===== config.mk =====
export PLATFORM = sky130hd
export DESIGN_NAME = game_flow_ctrl
export DESIGN_NICKNAME = d
export VERILOG_FILES = /design/src/rtl/pacman_pkg.sv /design/src/rtl/freeze_timer.sv /design/src/rtl/game_flow_ctrl.sv
export SDC_FILE = /design/constraint.sdc
export NUM_CORES = 1
export LEC_CHECK = 0
export ABC_AREA = 1
export CAP_MARGIN = 40
export CORE_MARGIN = 2
export CORE_UTILIZATION = 56
export DETAILED_ROUTE_END_ITERATION = 10
export PLACE_DENSITY = 0.83
export SYNTH_ARGS = -nofsm -noshare
export SYNTH_HDL_FRONTEND = slang
export SYNTH_SLANG_ARGS = --single-unit

===== constraint.sdc =====
create_clock -name CLOCK_50 -period 6.2 [get_ports CLOCK_50]
set_clock_uncertainty 0.15 [all_clocks]
set_input_delay 1.24 -clock CLOCK_50 [delete_from_list [all_inputs] [get_ports CLOCK_50]]
set_output_delay 1.24 -clock CLOCK_50 [all_outputs]
set_load 0.02 [all_outputs]

===== src/rtl/pacman_pkg.sv =====
// Shared Pac-Man definitions: tile coordinate widths, game state encoding,
// and a tile comparison helper used by the collision logic.
package pacman_pkg;

    localparam int X_W = 6;
    localparam int Y_W = 5;

    typedef enum logic [2:0] {
        INIT     = 3'd0,
        PLAY     = 3'd1,
        RESUME   = 3'd2,
        LEVEL_UP = 3'd3,
        OVER     = 3'd4,
        WIN      = 3'd5
    } game_state_t;

    // Two sprites collide when they occupy the same tile.
    function automatic logic tile_match(
        input logic [X_W-1:0] ax,
        input logic [Y_W-1:0] ay,
        input logic [X_W-1:0] bx,
        input logic [Y_W-1:0] by
    );
        return (ax == bx) && (ay == by);
    endfunction

endpackage


===== src/rtl/freeze_timer.sv =====
// Freeze countdown for the RESUME and LEVEL_UP pauses. Loading N-1 makes
// done rise after N clocks, so the caller stays frozen for exactly N cycles.
module freeze_timer #(
    parameter int WIDTH = 28
) (
    input  logic             clk,
    input  logic             rst,
    input  logic             load,
    input  logic [WIDTH-1:0] load_val,
    output logic             done
);

    logic [WIDTH-1:0] count_r;

    // Load on request, otherwise count down and rest at zero.
    always_ff @(posedge clk or posedge rst) begin
        if (rst) begin
            count_r <= {WIDTH{1'b0}};
        end else if (load) begin
            count_r <= load_val;
        end else if (count_r != {WIDTH{1'b0}}) begin
            count_r <= count_r - {{(WIDTH-1){1'b0}}, 1'b1};
        end else begin
            count_r <= count_r;
        end
    end

    assign done = (count_r == {WIDTH{1'b0}});

endmodule


===== src/rtl/game_flow_ctrl.sv =====
// Game flow controller: start/death/level/win sequencing, lives and dot
// bookkeeping, ghost collision detection and sprite/map control strobes.
module game_flow_ctrl
    import pacman_pkg::*;
#(
    parameter int NUM_GHOSTS    = 4,
    parameter int LIVES_INIT    = 3,
    parameter int RESUME_CYCLES = 250000000,
    parameter int LEVEL_CYCLES  = 100000000,
    parameter int DOT_TARGET    = 309,
    parameter int MAX_LEVEL     = 4
) (
    input  logic                             CLOCK_50,
    input  logic                             reset,
    input  logic                             start,
    input  logic [X_W-1:0]                   pacman_x,
    input  logic [Y_W-1:0]                   pacman_y,
    input  logic [NUM_GHOSTS-1:0][X_W-1:0]   ghost_x,
    input  logic [NUM_GHOSTS-1:0][Y_W-1:0]   ghost_y,
    input  logic                             power_active,
    input  logic                             dot_eaten,
    output game_state_t                      state,
    output logic [2:0]                       lives,
    output logic [2:0]                       level,
    output logic [9:0]                       dot_count,
    output logic                             sprite_reset,
    output logic                             map_reload,
    output logic                             ghost_enable,
    output logic                             life_lost,
    output logic [NUM_GHOSTS-1:0]            ghost_eaten
);

    localparam int MAX_FREEZE = (RESUME_CYCLES > LEVEL_CYCLES) ? RESUME_CYCLES : LEVEL_CYCLES;
    localparam int TIMER_W    = $clog2(MAX_FREEZE + 1);
    localparam logic [TIMER_W-1:0] RESUME_LOAD = TIMER_W'(RESUME_CYCLES - 1);
    localparam logic [TIMER_W-1:0] LEVEL_LOAD  = TIMER_W'(LEVEL_CYCLES - 1);
    localparam logic [9:0]         DOT_TGT     = 10'(DOT_TARGET);
    localparam logic [2:0]         LIVES_LD    = 3'(LIVES_INIT);
    localparam logic [2:0]         LEVEL_LAST  = 3'(MAX_LEVEL);

    game_state_t           state_r, state_nxt_s;
    logic [2:0]            lives_r, lives_nxt_s;
    logic [2:0]            level_r, level_nxt_s;
    logic [9:0]            dot_r, dot_nxt_s;
    logic                  life_lost_r, life_lost_nxt_s;
    logic [NUM_GHOSTS-1:0] ghost_eaten_r, ghost_eaten_nxt_s;
    logic                  sprite_reset_r, map_reload_r, ghost_enable_r;
    logic                  start_r;
    logic [NUM_GHOSTS-1:0] hit_s, hit_r;
    logic                  start_rise_s, lethal_s;
    logic                  timer_load_s, timer_done_s;
    logic [TIMER_W-1:0]    timer_val_s;

    // Per-ghost tile collision with pacman.
    always_comb begin
        hit_s = {NUM_GHOSTS{1'b0}};
        for (int i = 0; i < NUM_GHOSTS; i++) begin
            hit_s[i] = tile_match(ghost_x[i], ghost_y[i], pacman_x, pacman_y);
        end
    end

    assign start_rise_s = start & ~start_r;
    assign lethal_s     = (|hit_s) & ~power_active;

    freeze_timer #(
        .WIDTH (TIMER_W)
    ) u_freeze_timer (
        .clk      (CLOCK_50),
        .rst      (reset),
        .load     (timer_load_s),
        .load_val (timer_val_s),
        .done     (timer_done_s)
    );

    // Next-state, bookkeeping and pulse decisions.
    always_comb begin
        state_nxt_s       = state_r;
        lives_nxt_s       = lives_r;
        level_nxt_s       = level_r;
        dot_nxt_s         = dot_r;
        life_lost_nxt_s   = 1'b0;
        ghost_eaten_nxt_s = {NUM_GHOSTS{1'b0}};
        timer_load_s      = 1'b0;
        timer_val_s       = {TIMER_W{1'b0}};
        case (state_r)
            INIT: begin
                if (start) begin
                    state_nxt_s = PLAY;
                    lives_nxt_s = LIVES_LD;
                    level_nxt_s = 3'd1;
                    dot_nxt_s   = 10'd0;
                end else begin
                    state_nxt_s = INIT;
                end
            end
            PLAY: begin
                if (power_active) begin
                    ghost_eaten_nxt_s = hit_s & ~hit_r;
                end else begin
                    ghost_eaten_nxt_s = {NUM_GHOSTS{1'b0}};
                end
                // A death outranks level completion; that dot is dropped.
                if (lethal_s) begin
                    life_lost_nxt_s = 1'b1;
                    lives_nxt_s     = lives_r - 3'd1;
                    if (lives_r > 3'd1) begin
                        state_nxt_s  = RESUME;
                        timer_load_s = 1'b1;
                        timer_val_s  = RESUME_LOAD;
                    end else begin
                        state_nxt_s = OVER;
                    end
                end else if (dot_eaten) begin
                    if ((dot_r + 10'd1) >= DOT_TGT) begin
                        dot_nxt_s = DOT_TGT;
                        if (level_r < LEVEL_LAST) begin
                            state_nxt_s  = LEVEL_UP;
                            timer_load_s = 1'b1;
                            timer_val_s  = LEVEL_LOAD;
                        end else begin
                            state_nxt_s = WIN;
                        end
                    end else begin
                        dot_nxt_s = dot_r + 10'd1;
                    end
                end else begin
                    state_nxt_s = PLAY;
                end
            end
            RESUME: begin
                if (timer_done_s) begin
                    state_nxt_s = PLAY;
                end else begin
                    state_nxt_s = RESUME;
                end
            end
            LEVEL_UP: begin
                if (timer_done_s) begin
                    state_nxt_s = PLAY;
                    level_nxt_s = level_r + 3'd1;
                    dot_nxt_s   = 10'd0;
                end else begin
                    state_nxt_s = LEVEL_UP;
                end
            end
            OVER, WIN: begin
                if (start_rise_s) begin
                    state_nxt_s = INIT;
                end else begin
                    state_nxt_s = state_r;
                end
            end
            default: begin
                state_nxt_s = INIT;
            end
        endcase
    end

    // State, counters, pulses and the strobes decoded from the next state.
    always_ff @(posedge CLOCK_50 or posedge reset) begin
        if (reset) begin
            state_r        <= INIT;
            lives_r        <= LIVES_LD;
            level_r        <= 3'd1;
            dot_r          <= 10'd0;
            life_lost_r    <= 1'b0;
            ghost_eaten_r  <= {NUM_GHOSTS{1'b0}};
            sprite_reset_r <= 1'b1;
            map_reload_r   <= 1'b1;
            ghost_enable_r <= 1'b0;
            start_r        <= 1'b0;
            hit_r          <= {NUM_GHOSTS{1'b0}};
        end else begin
            state_r        <= state_nxt_s;
            lives_r        <= lives_nxt_s;
            level_r        <= level_nxt_s;
            dot_r          <= dot_nxt_s;
            life_lost_r    <= life_lost_nxt_s;
            ghost_eaten_r  <= ghost_eaten_nxt_s;
            sprite_reset_r <= (state_nxt_s == INIT) || (state_nxt_s == RESUME) ||
                              (state_nxt_s == LEVEL_UP);
            map_reload_r   <= (state_nxt_s == INIT) || (state_nxt_s == LEVEL_UP);
            ghost_enable_r <= (state_nxt_s == PLAY);
            start_r        <= start;
            hit_r          <= hit_s;
        end
    end

    assign state        = state_r;
    assign lives        = lives_r;
    assign level        = level_r;
    assign dot_count    = dot_r;
    assign life_lost    = life_lost_r;
    assign ghost_eaten  = ghost_eaten_r;
    assign sprite_reset = sprite_reset_r;
    assign map_reload   = map_reload_r;
    assign ghost_enable = ghost_enable_r;

endmodule


==> results.py, run 1 <==
metrics = {
    "status": {
        "outcome": "complete, no violations",
    },
    "power": {
        "switching_share": 0.415,
        "p_sw_mw": 0.618,
        "combPwrFrac": 0.415,
        "report.power.total_mw": 1.49,
        "vdd.ir_drop.worst_mv": 0.127,
        "intPower_mw": 0.872,
        "leakage_nw": 2.59,
        "power_frac_seq": 0.387,
        "powerDensity_nw_per_um2": 283,
        "p_clk_frac": 0.199,
    },
    "grt": {
        "grt_overflow": 0,
        "grtUsageTotal": 0.261,
        "grt_pass1_wl_um": 17300,
        "grt_pass1_vias": 3923,
        "grt_start_max_net_pins": 61,
        "grt_antenna_before_repair": 0,
    },
    "synth": {
        "synth.distinct_cells": 42,
        "ys.flop_type": "dfrtp_1",
        "yosysSeqAreaShare": 0.365,
        "synth_fp_nets": 639,
        "synth_area_leaders": "dfrtp_1 33%, nand2_1 14%, inv_1 8.3%",
        "synth_area_per_cell_sq_um": 7.20,
        "synth_edf_count": 0,
        "netlist.area_leader.share": 0.333,
        "synth_top_cell_by_area": "dfrtp_1",
        "ys_warn_count": 0,
        "syn_area_sq_um": 4130,
        "async_reset_ff_frac": 1.00,
        "ys_ff_latch": 60,
        "synthTopCellsByCount": "151 x nand2_1, 91 x inv_1, 70 x nor2_1",
        "yosysMostFrequentCell": "nand2_1",
        "synthCells": 573,
    },
    "timing": {
        "finalSetupViolations": 0,
        "period_minus_slack_ns": 3.13,
        "final_hold_viol_count": 0,
        "tns_ns": 0,
        "rsz0062_at_grt": "no",
        "timing.fmax_mhz": 319,
        "worst_slew_pin_slew_ns": 0.750,
        "slew_headroom": 0.500,
        "period_share": 0.505,
        "drv_slew": 0,
    },
    "critical_path": {
        "r2r_end": "dot_count[2]",
        "reg2regPathDepth": 13,
        "worstPathMaxFanout": 10,
        "required_ns": 6.29,
        "crit_type": "in -> reg",
        "worst_ep_arrival_time_ns": 3.22,
        "r2r-start": "u_freeze_timer.count_r[0]",
        "reg2reg_slack_ns": 3.13,
        "end_kind": "flop",
        "critPathLaunchType": "primary input",
    },
    "final_layout": {
        "nNetsFinal": 733,
        "final_area_sq_um": 5260,
        "fill_cells": 536,
        "diodes": 0,
        "drive_gt1_frac": 0.115,
        "final_cells": 771,
        "syn2layout_area_growth_pct": 27.4,
    },
    "place": {
        "dp.cells": 755,
        "hpwl_um": 7840,
        "place_congestion": 0.910,
        "placed_cell_area_sq_um": 5100,
        "numPortBuffers": 86,
    },
    "floorplanning": {
        "core_area_sq_um": 7180,
        "initial_core_util": 0.575,
        "die_w_um": 89.9,
        "pin_count": 87,
        "dieArea_sq_um": 8070,
        "num_rows": 31,
        "die_height_um": 89.9,
    },
    "route": {
        "wl_per_cell_um": 12.9,
        "wl_um": 9980,
        "ant_nets": 0,
        "dr.pass1.iters": 5,
        "vias_per_cell": 5.17,
        "drc_errors": 0,
        "drtIter0Drc": 258,
        "vias": 3988,
    },
    "cts": {
        "cts_setup_buffers": 0,
        "clkLatencyLatePin_ns": 0.34,
        "cts_max_level": 3,
        "clk_pin_slew_ns": 0.07,
        "cts_tree": "yes",
        "root_buffer": "clkbuf_8",
        "cts_max_path_buffers": 2,
        "cts_buffers": 9,
        "cts_hold_buf": 0,
        "cts.sink_count": 60,
        "ctsResizeCount": 0,
    },
    "worst_hold_path": {
        "min_path_type": "reg -> reg",
        "holdPathStages": 1,
        "holdCritStartpoint": "hit_r[0]",
        "min_to": "ghost_eaten[0]",
    },
    "flow_run": {
        "cap_violations": 0,
    },
}
metal layers:
layer / global-route usage / vias to the layer above / wire length, um / part of all wire
met5: 0 / - / 0 / 0
met4: 0.0744 / 0 / 121 / 0.012
met3: 0.0578 / 11 / 657 / 0.066
met2: 0.451 / 153 / 4940 / 0.50
met1: 0.332 / 1853 / 4260 / 0.43
li1: - / 1971 / - / -
power by group through the flow:
stage               combinational (mW)  sequential [mW]  clock (mW)
floorplan                        0.360            0.608           0
global placement                 0.591            0.578           0
detailed placement               0.611            0.582           0
CTS                              0.615            0.575       0.300
global route                     0.686            0.592       0.323
finish                           0.618            0.576       0.296
sequential cells by signal (all words and copies together) (netlist names), 3 cells and up:
register and count:
u_freeze_timer.count_r 28, state 3, dot_count 10, hit_r 4, level 3, ghost_eaten 4
lives 3
metrics by stage:
stage / util / setup WS [ns] / hold slack, ns
floorplan: - / 3.33 / 0.233
global placement: 0.711 / 2.81 / 0.254
detailed placement: 0.711 / 2.70 / 0.241
CTS: 0.733 / 3.06 / 0.265
global route: 0.733 / 2.81 / 0.287
finish: 0.733 / 3.07 / 0.262
worst max-delay path by stage:
| stage | start | cells past startpoint | to |
|---|---|---|---|
| floorplan | reset | 1 | dot_count[0] |
| global placement | pacman_y[3] | 14 | u_freeze_timer.count_r[7] |
| detailed placement | pacman_y[3] | 16 | u_freeze_timer.count_r[7] |
| CTS | pacman_y[3] | 16 | u_freeze_timer.count_r[7] |
| global route | u_freeze_timer.count_r[0] | 13 | dot_count[2] |
| finish | pacman_y[3] | 16 | u_freeze_timer.count_r[7] |
cell families after synthesis:
family | synth area share
xor gates and xnor gates | 0.0828
DFF | 0.365
buffers and inverters | 0.0991
and+or+nand+nor | 0.368
adders and majority gates | 0.0182
AOI/OAI and AO/OA | 0.0664
layout by cell type, fill, tap and decap left out, drive strengths merged, types with 6 or more instances in the layout:
| cell type | count |
|---|---|
| nand2 | 164 |
| inv | 103 |
| nor2 | 87 |
| clkdlybuf4s50 | 86 |
| dfrtp | 55 |
| xor2 | 29 |
| nand3 | 29 |
| o21ai | 23 |
| nand4 | 11 |
| xnor2 | 10 |
| nor4 | 10 |
| clkbuf | 10 |
| a31oi | 7 |
| a21oi | 7 |
| nor3 | 7 |
| ha | 6 |
critical path, cell delays in order:
cell and delay, ns:
clkdlybuf4s50_1 0.59, inv_2 0.08, nand2_1 0.07, nand2_1 0.05, nor2_1 0.11, nand3_1 0.14
nor2_2 0.18, nor2_2 0.07, nand2_4 0.10, a21oi_4 0.10, nand2_8 0.12, nand2_8 0.10
nor2_8 0.13, inv_2 0.05, nand2_1 0.06, inv_1 0.04
area by class of cell:
| class | instances | area, sq um | share of cell area |
|---|---|---|---|
| clock buffers | 10 | 128 | 0.0243 |
| clock inverters | 6 | 32.5 | 0.00618 |
| repair buffers | 87 | 868 | 0.165 |
| inverters | 103 | 389 | 0.0740 |
| well taps | 99 | 124 | 0.0235 |
| multi-input cells | 406 | 2210 | 0.420 |
| flip-flops and latches | 60 | 1510 | 0.287 |
No activity file was read; power rests on OpenSTA's default activity.
==> inputs of run 2 (changes only) <==
--- a/config.mk
+++ b/config.mk
@@ -8,9 +8,9 @@
 export ABC_AREA = 1
 export CAP_MARGIN = 40
 export CORE_MARGIN = 2
-export CORE_UTILIZATION = 56
+export CORE_UTILIZATION = 47
 export DETAILED_ROUTE_END_ITERATION = 10
-export PLACE_DENSITY = 0.83
+export PLACE_DENSITY = 0.73
 export SYNTH_ARGS = -nofsm -noshare
 export SYNTH_HDL_FRONTEND = slang
 export SYNTH_SLANG_ARGS = --single-unit
==> constraint.sdc (replaced) <==
create_clock -name CLOCK_50 -period 2.75 [get_ports CLOCK_50]
set_clock_uncertainty 0.15 [all_clocks]
set_input_delay 0.55 -clock CLOCK_50 [delete_from_list [all_inputs] [get_ports CLOCK_50]]
set_output_delay 0.55 -clock CLOCK_50 [all_outputs]
set_load 0.02 [all_outputs]
==> run 2 against run 1 <==
  * Largest power group unchanged
  * Sequential share of layout area decreased by 0.28 points
  * Design area up 0.98%
  * Wire length decreased by 3.1%
  * Final cell count increased by 1.6%
==> results.py, run 2 (synthesized netlist as in run 1, its figures left out) <==
metrics = {
    "grt": {
        "grt_overflow": 0,
        "grt_pass1_wl_um": 16300,
        "grtUsageTotal": 0.208,
        "grt_antenna_before_repair": 0,
        "grt_pass1_vias": 3728,
        "grt_start_max_net_pins": 49,
    },
    "route": {
        "wl_per_cell_um": 12.3,
        "drc_errors": 0,
        "vias": 3831,
        "drtIter0Drc": 171,
        "wl_um": 9670,
        "dr.pass1.iters": 5,
        "vias_per_cell": 4.89,
        "ant_nets": 0,
    },
    "timing": {
        "timing.hold.ws_ns": 0.257,
        "period_share": 0.891,
        "rsz0062_at_grt": "no",
        "drv_slew": 0,
        "period_minus_slack_ns": 2.45,
        "final_hold_viol_count": 0,
        "finalSetupViolations": 0,
        "worst_slew_pin_slew_ns": 0.455,
        "slew_headroom": 0.694,
        "timing.fmax_mhz": 408,
    },
    "critical_path": {
        "critPathLaunchType": "flop",
        "worst_ep_arrival_time_ns": 2.50,
        "crit_type": "reg -> reg",
        "worstPathMaxFanout": 7,
        "reg2regPathDepth": 13,
        "end_kind": "flop",
        "required_ns": 2.80,
    },
    "power": {
        "report.power.total_mw": 3.35,
        "vdd.ir_drop.worst_mv": 0.286,
        "powerDensity_nw_per_um2": 631,
        "leakage_nw": 2.61,
    },
    "place": {
        "dp.cells": 767,
        "hpwl_um": 7750,
        "numPortBuffers": 86,
        "placed_cell_area_sq_um": 5150,
        "place_congestion": 0.906,
    },
    "cts": {
        "cts_max_level": 3,
        "root_buffer": "clkbuf_8",
        "clk_pin_slew_ns": 0.06,
        "cts_buffers": 9,
        "clkLatencyLatePin_ns": 0.33,
        "cts_setup_buffers": 0,
        "cts_tree": "yes",
        "cts.sink_count": 60,
        "cts_max_path_buffers": 2,
        "cts_hold_buf": 0,
        "ctsResizeCount": 0,
    },
    "final_layout": {
        "diodes": 0,
        "final_area_sq_um": 5310,
        "final_cells": 783,
        "regMostFlops": "u_freeze_timer.count_r",
        "fill_cells": 745,
        "final_util": 0.615,
        "final_cell_mix": "151 x nand2_1, 90 x inv_1, 86 x clkdlybuf4s50_1, 70 x nor2_1, 55 x dfrtp_1",
        "syn2layout_area_growth_pct": 28.7,
        "layout_commonest_cell": "nand2_1",
        "largest_register_ffs": 28,
        "nNetsFinal": 736,
        "drive_gt1_frac": 0.116,
    },
    "worst_hold_path": {
        "min_path_type": "reg -> reg",
        "holdPathStages": 1,
    },
    "floorplanning": {
        "initial_core_util": 0.478,
        "core_area_sq_um": 8640,
        "die_height_um": 97.7,
        "dieArea_sq_um": 9550,
        "pin_count": 87,
        "num_rows": 34,
        "die_w_um": 97.7,
    },
    "status": {
        "outcome": "complete, no violations",
    },
    "flow_run": {
        "cap_violations": 0,
    },
}
[run 2: cell types whose count changed in the layout (fill, tap and decap cells not counted), sizes merged]
cell,previous run,this run
clkinvlp,1,0
buf,1,4
clkbuf,10,14
clkinv,5,2
[run 2: power breakdown]
group | switching [mW] | leakage (nW) | internal [mW]
registers | 0.200 | 0.743 | 1.10
logic | 0.821 | 1.78 | 0.557
clock network | 0.325 | 0.0844 | 0.350
[run 2: final cells by class]
| class | instances | area (sq um) | share of cell area |
|---|---|---|---|
| multi-input cells | 406 | 2210 | 0.417 |
| clock buffers | 14 | 153 | 0.0287 |
| clock inverters | 2 | 10.0 | 0.00188 |
| inverters | 103 | 389 | 0.0733 |
| flip-flops and latches | 60 | 1510 | 0.284 |
| well taps | 108 | 135 | 0.0254 |
| repair buffers | 90 | 903 | 0.170 |
[run 2: path summary, 6_finish.rpt]
path                                              end                       from  slack, ns
max                                      dot_count[2]  u_freeze_timer.count_r[0]       0.30
min in group asynchronous  u_freeze_timer.count_r[15]                      reset       0.33
max reg2reg                              dot_count[2]  u_freeze_timer.count_r[0]       0.30
min reg2reg                            ghost_eaten[0]                   hit_r[0]       0.26
min                                    ghost_eaten[0]                   hit_r[0]       0.26
max in group asynchronous                sprite_reset                      reset       1.51
[run 2: routing by layer]
layer,share of wire,GRT usage
met2,0.49,0.362
met4,0.012,0.0865
met3,0.049,0.0317
met5,0,0
met1,0.45,0.259
[run 2: metrics by stage]
| step | setup slack, ns | TNS (ns) |
|---|---|---|
| floorplan | 0.550 | 0 |
| global placement | 0.0496 | 0 |
| detailed placement | -0.0143 | -0.0196 |
| CTS | 0.258 | 0 |
| global route | 0.0393 | 0 |
| finish | 0.299 | 0 |
[run 2: critical path, stage by stage (launching register included)]
cell and delay (ns):
dfrtp_1 0.42, inv_1 0.09, ha_2 0.22, nand2_1 0.12
nor2_4 0.15, nand2_1 0.15, nor2_1 0.17, nand4_1 0.18
nand2_2 0.18, nand2_1 0.06, nand2_1 0.07, nand3_2 0.12
inv_2 0.15, o32ai_1 0.09
==> inputs of run 3 (changes only) <==
--- a/config.mk
+++ b/config.mk
@@ -6,8 +6,7 @@
 export NUM_CORES = 1
 export LEC_CHECK = 0
 export ABC_AREA = 1
-export CAP_MARGIN = 40
-export CORE_MARGIN = 2
+export CAP_MARGIN = 0
 export CORE_UTILIZATION = 47
 export DETAILED_ROUTE_END_ITERATION = 10
 export PLACE_DENSITY = 0.73
==> run 3 against run 2 <==
  * Utilization up 2.4 points
  * Register-to-register slack worse by 0.02 ns
  * Clock-buffer cell count down 5
==> results.py, run 3 (synthesized netlist as in run 1, its figures left out) <==
metrics = {
    "status": {
        "outcome": "complete, no violations",
    },
    "cts": {
        "ctsResizeCount": 0,
        "clkLatencyLatePin_ns": 0.35,
        "cts_max_path_buffers": 2,
        "cts_buffers": 9,
        "clk_pin_slew_ns": 0.08,
        "cts_tree": "yes",
        "cts_setup_buffers": 0,
        "cts_max_level": 3,
        "root_buffer": "clkbuf_8",
        "cts_hold_buf": 0,
        "cts.sink_count": 60,
    },
    "final_layout": {
        "final_cell_mix": "151 x nand2_1, 90 x inv_1, 86 x clkdlybuf4s50_1, 70 x nor2_1, 55 x dfrtp_1",
        "diodes": 0,
        "nNetsFinal": 736,
        "regArea_sq_um": 1510,
        "drive_gt1_frac": 0.120,
        "final_util": 0.640,
        "fill_cells": 733,
        "final_cells": 780,
        "syn2layout_area_growth_pct": 29.2,
        "regMostFlops": "u_freeze_timer.count_r",
        "largest_register_ffs": 28,
        "final_area_sq_um": 5330,
        "layout_commonest_cell": "nand2_1",
        "multi_input_area_sq_um": 2210,
    },
    "critical_path": {
        "worst_ep_arrival_time_ns": 2.55,
        "worstPathMaxFanout": 5,
        "required_ns": 2.82,
        "crit_type": "reg -> reg",
        "critPathLaunchType": "flop",
        "end_kind": "flop",
    },
    "floorplanning": {
        "num_rows": 33,
        "core_area_sq_um": 8340,
        "pin_count": 87,
        "die_w_um": 95.7,
        "dieArea_sq_um": 9160,
        "initial_core_util": 0.495,
        "die_height_um": 95.7,
    },
    "worst_hold_path": {
        "min_path_type": "reg -> reg",
    },
    "grt": {
        "grt_pass1_vias": 3635,
        "grt_use_met2": 0.383,
        "grt_antenna_before_repair": 0,
        "grtUsageTotal": 0.229,
        "grt_util_met3": 0.0498,
        "grt_overflow": 0,
        "grt_start_max_net_pins": 28,
        "grt_pass1_wl_um": 16100,
        "grt_use_met1": 0.291,
        "grt_busiest_layer": "met2",
    },
    "timing": {
        "final_hold_viol_count": 0,
        "timing.fmax_mhz": 404,
        "drv_slew": 0,
        "slew_headroom": 0.586,
        "rsz0062_at_grt": "no",
        "worst_slew_pin_slew_ns": 0.619,
        "finalSetupViolations": 0,
        "period_share": 0.899,
        "fin_ws_ns": 0.277,
        "period_minus_slack_ns": 2.47,
    },
    "route": {
        "drc_errors": 0,
        "vias": 3847,
        "dr.pass1.iters": 5,
        "drtIter0Drc": 190,
        "wl_per_cell_um": 12.4,
        "vias_per_cell": 4.93,
        "ant_nets": 0,
        "wl_um": 9650,
    },
    "power": {
        "intPower_mw": 2.06,
        "report.power.total_mw": 3.45,
        "vdd.ir_drop.worst_mv": 0.306,
        "combPwrFrac": 0.400,
        "power_frac_seq": 0.375,
        "powerDensity_nw_per_um2": 648,
        "leakage_nw": 2.62,
        "p_sw_mw": 1.39,
        "p_clk_frac": 0.225,
        "switching_share": 0.403,
    },
    "place": {
        "numPortBuffers": 86,
        "dpl_worst_slack_ns": -0.0181,
        "dp.cells": 764,
        "hpwl_um": 7700,
        "place_congestion": 0.916,
        "placed_cell_area_sq_um": 5140,
    },
    "flow_run": {
        "cap_violations": 0,
    },
}
## run 3: through the flow
| stage | hold WS [ns] | setup TNS (ns) |
|---|---|---|
| floorplan | 0.233 | 0 |
| global placement | 0.259 | 0 |
| detailed placement | 0.253 | -0.0188 |
| CTS | 0.261 | 0 |
| global route | 0.268 | 0 |
| finish | 0.266 | 0 |
## run 3: worst max-delay path, stage by stage (launching register included)
cell	delay, ns
dfrtp_1	0.42
inv_1	0.09
ha_1	0.23
nand2_1	0.16
nor2_4	0.16
nand4_1	0.16
nor4_1	0.32
nand4_1	0.28
a31oi_1	0.30
inv_1	0.07
## run 3: worst paths after layout
path / cells after the start / startpoint / endpoint / slack (ns)
min in group asynchronous: 2 / reset / u_freeze_timer.count_r[25] / 0.45
setup / recovery: 9 / u_freeze_timer.count_r[0] / u_freeze_timer.count_r[9] / 0.28
setup reg to reg: 9 / u_freeze_timer.count_r[0] / u_freeze_timer.count_r[9] / 0.28
max in group asynchronous: 3 / reset / sprite_reset / 1.36
hold / removal: 1 / hit_r[2] / ghost_eaten[2] / 0.27
hold reg to reg: 1 / hit_r[2] / ghost_eaten[2] / 0.27
## run 3: cell type report
| class | instances | share of cell area |
|---|---|---|
| Clock inverter | 7 | 0.0127 |
| Timing Repair Buffer | 90 | 0.169 |
| Multi-Input combinational cell | 406 | 0.414 |
| Sequential cell | 60 | 0.283 |
| Inverter | 103 | 0.0730 |
| Tap cell | 105 | 0.0246 |
| Clock buffer | 9 | 0.0232 |
## run 3: per-layer routing
layer  routed length (um)  vias up
met5                    0        -
met4                  122        0
met3                  707       13
met2                 4540      134
met1                 4280     1727
li1                     -     1973
## run 3: power groups by stage
stage	sequential, mW	clock (mW)	combinational [mW]
4_1_cts	1.29	0.792	1.39
3_5_place_dp	1.30	0	1.38
6_report	1.29	0.779	1.38
3_3_place_gp	1.30	0	1.35
2_1_floorplan	1.37	0	0.811
5_1_grt	1.32	0.829	1.55
